[src/rtl/fp_share_pkg.sv]
// Shared types and constants for the square-root sharing controller.
package fp_share_pkg;

  typedef enum logic [1:0] {
    ST_IDLE  = 2'd0,
    ST_ISSUE = 2'd1,
    ST_WAIT  = 2'd2,
    ST_RESP  = 2'd3
  } state_e;

  typedef enum logic [1:0] {
    RM_RNE = 2'd0,
    RM_RZ  = 2'd1,
    RM_RD  = 2'd2,
    RM_RU  = 2'd3
  } rm_e;

  localparam logic [31:0] QNAN = 32'h7FC0_0000;

  // Index width for n requesters; a single requester still gets one bit.
  function automatic int idx_w(input int n);
    return (n > 1) ? $clog2(n) : 1;
  endfunction

endpackage

[src/rtl/rr_arbiter.sv]
// Combinational round-robin arbiter: first set request at or after ptr+1 (mod NREQ).
module rr_arbiter
  import fp_share_pkg::*;
#(
  parameter  int NREQ = 2,
  localparam int OW   = idx_w(NREQ)
) (
  input  logic [NREQ-1:0] req_i,
  input  logic [OW-1:0]   ptr_i,
  output logic [NREQ-1:0] grant_o,
  output logic [OW-1:0]   index_o
);

  logic [OW-1:0] idx_s;
  logic [OW-1:0] cand_s;
  logic          any_s;

  // Scan from the farthest candidate back to ptr+1 so the nearest set bit wins.
  always_comb begin
    idx_s  = '0;
    cand_s = '0;
    any_s  = 1'b0;
    for (int k = NREQ; k >= 1; k--) begin
      cand_s = OW'((int'(ptr_i) + k) % NREQ);
      idx_s  = req_i[cand_s] ? cand_s : idx_s;
      any_s  = any_s | req_i[cand_s];
    end
  end

  assign grant_o = any_s ? (NREQ'(1) << idx_s) : '0;
  assign index_o = idx_s;

endmodule

[src/rtl/fsqrt_share_ctrl.sv]
// Shares one multi-cycle square-root unit between NREQ requesters with
// round-robin issue, valid/ready response return and a sticky watchdog.
module fsqrt_share_ctrl
  import fp_share_pkg::*;
#(
  parameter  int NREQ    = 2,
  parameter  int TIMEOUT = 64,
  parameter  int CW      = 7,
  localparam int OW      = idx_w(NREQ)
) (
  input  logic              clk,
  input  logic              clr,
  input  logic              ena,
  input  logic [NREQ-1:0]   req,
  input  logic [NREQ*32-1:0] req_d,
  input  logic [NREQ*2-1:0] req_rm,
  output logic [NREQ-1:0]   req_ack,
  output logic [NREQ-1:0]   rsp_valid,
  input  logic [NREQ-1:0]   rsp_ready,
  output logic [31:0]       rsp_s,
  output logic [31:0]       u_d,
  output logic [1:0]        u_rm,
  output logic              u_start,
  input  logic              u_busy,
  input  logic [31:0]       u_s,
  output logic [OW-1:0]     owner,
  output logic              busy,
  output logic              timeout
);

  state_e          state_q;
  logic [OW-1:0]   ptr_q;
  logic [OW-1:0]   owner_q;
  logic [NREQ-1:0] own_oh_q;
  logic [NREQ-1:0] ack_q;
  logic [NREQ-1:0] rsp_valid_q;
  logic [31:0]     rsp_s_q;
  logic [31:0]     u_d_q;
  logic [1:0]      u_rm_q;
  logic            u_start_q;
  logic            seen_q;
  logic [CW-1:0]   cnt_q;
  logic            to_q;

  logic [NREQ-1:0] grant_s;
  logic [OW-1:0]   gidx_s;
  logic [31:0]     sel_d_s;
  logic [1:0]      sel_rm_s;

  rr_arbiter #(.NREQ(NREQ)) u_arb (
    .req_i   (req),
    .ptr_i   (ptr_q),
    .grant_o (grant_s),
    .index_o (gidx_s)
  );

  // AND-OR select of the winner's operand and rounding mode.
  always_comb begin
    sel_d_s  = 32'h0000_0000;
    sel_rm_s = 2'b00;
    for (int i = 0; i < NREQ; i++) begin
      sel_d_s  = sel_d_s  | (req_d[32*i +: 32] & {32{grant_s[i]}});
      sel_rm_s = sel_rm_s | (req_rm[2*i +: 2]  & {2{grant_s[i]}});
    end
  end

  // Controller FSM and watchdog; ena=0 freezes every register.
  always_ff @(posedge clk or posedge clr) begin
    if (clr) begin
      state_q     <= ST_IDLE;
      ptr_q       <= '0;
      owner_q     <= '0;
      own_oh_q    <= '0;
      ack_q       <= '0;
      rsp_valid_q <= '0;
      rsp_s_q     <= 32'h0000_0000;
      u_d_q       <= 32'h0000_0000;
      u_rm_q      <= 2'b00;
      u_start_q   <= 1'b0;
      seen_q      <= 1'b0;
      cnt_q       <= '0;
      to_q        <= 1'b0;
    end else if (ena) begin
      case (state_q)
        ST_IDLE: begin
          if (grant_s != '0) begin
            owner_q   <= gidx_s;
            own_oh_q  <= grant_s;
            ack_q     <= grant_s;
            u_d_q     <= sel_d_s;
            u_rm_q    <= sel_rm_s;
            u_start_q <= 1'b1;
            state_q   <= ST_ISSUE;
          end else begin
            ack_q <= '0;
          end
        end
        ST_ISSUE: begin
          ack_q     <= '0;
          u_start_q <= 1'b0;
          seen_q    <= 1'b0;
          cnt_q     <= '0;
          state_q   <= ST_WAIT;
        end
        ST_WAIT: begin
          cnt_q <= cnt_q + CW'(1);
          if (u_busy) begin
            seen_q <= 1'b1;
          end else begin
            seen_q <= seen_q;
          end
          // Normal completion wins over a watchdog expiring on the same edge.
          if (seen_q && !u_busy) begin
            rsp_s_q     <= u_s;
            rsp_valid_q <= own_oh_q;
            state_q     <= ST_RESP;
          end else if (cnt_q == CW'(TIMEOUT - 1)) begin
            rsp_s_q     <= QNAN;
            to_q        <= 1'b1;
            rsp_valid_q <= own_oh_q;
            state_q     <= ST_RESP;
          end else begin
            state_q <= ST_WAIT;
          end
        end
        ST_RESP: begin
          if (rsp_ready[owner_q]) begin
            rsp_valid_q <= '0;
            ptr_q       <= owner_q;
            state_q     <= ST_IDLE;
          end else begin
            state_q <= ST_RESP;
          end
        end
        default: state_q <= ST_IDLE;
      endcase
    end
  end

  assign req_ack   = ack_q;
  assign rsp_valid = rsp_valid_q;
  assign rsp_s     = rsp_s_q;
  assign u_d       = u_d_q;
  assign u_rm      = u_rm_q;
  assign u_start   = u_start_q;
  assign owner     = owner_q;
  assign busy      = (state_q != ST_IDLE);
  assign timeout   = to_q;

endmodule

[config.mk]
export PLATFORM = sky130hd
export DESIGN_NAME = fsqrt_share_ctrl
export DESIGN_NICKNAME = d
export VERILOG_FILES = /design/src/rtl/fp_share_pkg.sv /design/src/rtl/rr_arbiter.sv /design/src/rtl/fsqrt_share_ctrl.sv
export SDC_FILE = /design/constraint.sdc
export NUM_CORES = 1
export LEC_CHECK = 0
export ABC_AREA = 1
export BUFFER_PORTS_ARGS = -buffer_cell sky130_fd_sc_hd__buf_2
export CAP_MARGIN = 0
export CORE_ASPECT_RATIO = 0.5
export CORE_UTILIZATION = 43
export DETAILED_ROUTE_END_ITERATION = 8
export HOLD_SLACK_MARGIN = 0.05
export PLACE_DENSITY = 0.83
export RECOVER_POWER = 50
export SKIP_CTS_REPAIR_TIMING = 1
export SYNTH_ARGS = -nofsm -noshare
export SYNTH_HDL_FRONTEND = slang
export SYNTH_SLANG_ARGS = --single-unit
[constraint.sdc]
create_clock -name clk -period 2.52 [get_ports clk]
set_clock_uncertainty 0.05 [all_clocks]
set_input_delay 0.126 -clock clk [delete_from_list [all_inputs] [get_ports clk]]
set_output_delay 0.126 -clock clk [all_outputs]
set_load 0.01 [all_outputs]
==> metrics.txt <==
status=finished, violations left; failing checks=capacitance limit, slew limit; maximum count of clock buffers along a single path=2; Cell Area, Placed=0.00505 sq mm; dominant cell type by count on the critical path=nand2_1; first-pass GRT wire length=roughly 16000 um; P&R area growth vs syn=37.1%; number of global-route vias before repair=3556; Setup CP Type=reg2reg; Avg Cell Area, Syn=7.76 sq um; type of the most critical hold path=in2reg; Overflow after GRT=0; maximum cell stage delay along the critical path=0.43 ns; library cell contributing the largest single delay on the critical path=dfrtp_1; setup violation total in the final timing report=0; total stage count of the critical path=7; mean number of vias per cell=4.79; max-cap check violation count=1; Leakage=3.10 nW; type of origin of the critical path=flip-flop; share of synthesized area occupied by flip-flops and latches=0.528; worst rel slew slack=-0.0744; total nets after synthesis=between 600 and 700; Worst Hold Depth=3; initial antenna violation count=0; maximum number of pins on one net before global-route repair=46; crit share post-route=0.803; die height=between 70 and 80 um; maximum clock rate=494 MHz; effective utilization at floorplan=0.455; DRT iter0 DRCs=approximately 210; floorplan die area=0.00989 sq mm; Max Fanout on Critical Path=39; VDD IR max=between 0.3 and 0.4 mV; I/O Pins=182; WP data required=2.66 ns; clock latency on the worst-skew pair=0.33 ns; # diodes=0; input/output buffers=approximately 180; CTS H-tree depth=3; final number of hold-violating endpoints=0; Seq cells post-synth=86; Final Instance Area=0.00559 sq mm; CP endpoint kind=flip-flop; clock transition time at the flip-flop clock pins of the worst setup and hold paths=0.06 ns; count of buffer and inverter cells on the critical path=2; Pwr per Cell Area=1030 mW/mm^2; setup repair after global routing missed its margin=false; cell count after synthesis=525; fill cell total of the finished layout=805; cell-by-cell listing of the critical path=inv_1, ha_1, nand2_1, inv_2, nand2_2, nand2_1, o21ai_0; CTS sink count=86; Detailed Place HPWL=7120 um; total wirelength of the detailed-routed design=between 10000 and 15000 um; count of cells along the worst register-to-register path=7; number of design rule violations left after detail routing=0; net count reported at finish=about 850; count of nets left with antenna violations after detail routing=0; warnings from Yosys=0; CTS tree=done; Avg WL per Cell=12.6 um; netlist area before placement=0.00408 sq mm; site row count=24; pins over their slew limit=42; cell family with the largest share of critical-path delay=simple AND/OR/NAND/NOR gates; die width=~140 um; TritonCTS Buffers=9; share of layout cells above drive strength 1=0.195; post-synth cell types=24; post-route setup TNS=0 ns; CP Data Arrival Time=2.16 ns; DRT Pass-1 Iters=4; final RePlAce weighted congestion=slightly below 0.8; vias post-DR=just over 4000; combined global-route utilization of all metal layers=0.204; Worst-Margin Slew=1.61 ns; core outline area=between 0.008 and 0.009 sq mm; crit path time final=2.02 ns; clock tree root driver cell=clkbuf_16
==> kinds of logic (layout without fill, tap and decap cells) <==
group / Yosys count / after routing / share of synthesized area
compound gates: 85 / 85 / 0.107
buf+inv: 101 / 313 / 0.103
flops: 86 / 86 / 0.528
fa+ha+maj: 6 / 6 / 0.0184
simple gates: 247 / 247 / 0.243
==> tightest hold or removal path, cell delays in order <==
cell and delay (ns):
buf_2 0.08, nor2_1 0.03, o21ai_0 0.13
==> report_power, final <==
| group | leakage, nW | internal [mW] | switching [mW] |
|---|---|---|---|
| Sequential | 1.11 | 1.97 | 0.354 |
| Combinational | 1.83 | 0.732 | 1.31 |
| Clock | 0.162 | 0.873 | 0.515 |
==> area by class of cell <==
cell class | instances | area [sq um] | share of cell area
clock inverters | 3 | 40.0 | 0.00717
multi-input cells | 338 | 1500 | 0.269
clock buffers | 13 | 280 | 0.0502
repair buffers | 215 | 1160 | 0.208
well taps | 117 | 146 | 0.0262
inverters | 82 | 308 | 0.0551
flip-flops and latches | 86 | 2150 | 0.385
==> worst paths after layout <==
kind	from	endpoint	slack (ns)
worst max-delay path	state_q[0]$_DFFE_PP0P_	rsp_s[18]$_DFFE_PP0P_	0.50
worst min-delay path	u_s[23]	rsp_s[23]$_DFFE_PP0P_	0.03
worst max register to register	state_q[0]$_DFFE_PP0P_	rsp_s[18]$_DFFE_PP0P_	0.50
worst min register to register	rsp_valid[0]$_DFFE_PP0P_	rsp_valid[0]$_DFFE_PP0P_	0.42
max in group asynchronous	clr	rsp_s[25]$_DFFE_PP0P_	0.66
min in group asynchronous	clr	seen_q$_DFFE_PP0P_	0.81
==> layer usage <==
layer  GRT usage  vias up  share of wire
met5           0        -              0
met4      0.0867        0          0.026
met3      0.0528       25          0.038
met2       0.369      114           0.51
met1       0.234     1927           0.42
li1            -     2023              -
==> flip-flops by register name (all words and copies together), names as in the netlist, 2 cells and up <==
register	cells
u_rm	2
u_d	32
req_ack	2
rsp_valid	2
cnt_q	7
state_q	2
own_oh_q	2
rsp_s	32
==> through the flow <==
stage | hold slack, ns | setup slack [ns] | util | total power, mW | cells
3_5_place_dp | 0.217 | 0.508 | 0.564 | 4.44 | 807
6_report | 0.0341 | 0.496 | 0.624 | 5.75 | 854
4_1_cts | -0.136 | 0.483 | 0.600 | 5.86 | 823
3_3_place_gp | 0.210 | 0.669 | 0.564 | 4.36 | 807
2_1_floorplan | 0.209 | 0.122 | - | 3.55 | 525
5_1_grt | 0.0493 | 0.327 | 0.624 | 6.14 | 854
==> Yosys cell counts <==
master / instances / area, sq um
nand2_1: 197 / 739
dfrtp_1: 86 / 2150
inv_1: 76 / 285
o21ai_0: 49 / 245
o21ai_1: 24 / 120
nand3_1: 19 / 95.1
nor2_1: 17 / 63.8
buf_2: 10 / 50.1
a21oi_1: 8 / 40.0
nand2_2: 7 / 43.8
ha_1: 6 / 75.1
inv_2: 6 / 22.5
buf_4: 4 / 30.0
clkbuf_1: 3 / 11.3
nand4_1: 3 / 18.8
buf_6: 2 / 22.5
a32o_1: 1 / 10.0
nand3_2: 1 / 10.0
nor2_2: 1 / 6.26
nor3_1: 1 / 5.00
o21ai_2: 1 / 8.76
o21bai_1: 1 / 7.51
o22ai_1: 1 / 6.26
or2_2: 1 / 6.26
==> cell usage in the layout, fill, tap and decap left out, drive strengths merged <==
cell type / n
a21oi: 8
a32o: 1
buf: 111
bufinv: 1
clkbuf: 86
clkinv: 2
dfrtp: 86
dlygate4sd3: 31
ha: 6
inv: 82
nand2: 204
nand3: 20
nand4: 3
nor2: 18
nor3: 1
o21ai: 74
o21bai: 1
o22ai: 1
or2: 1
Power figures use the tool's default switching activity.
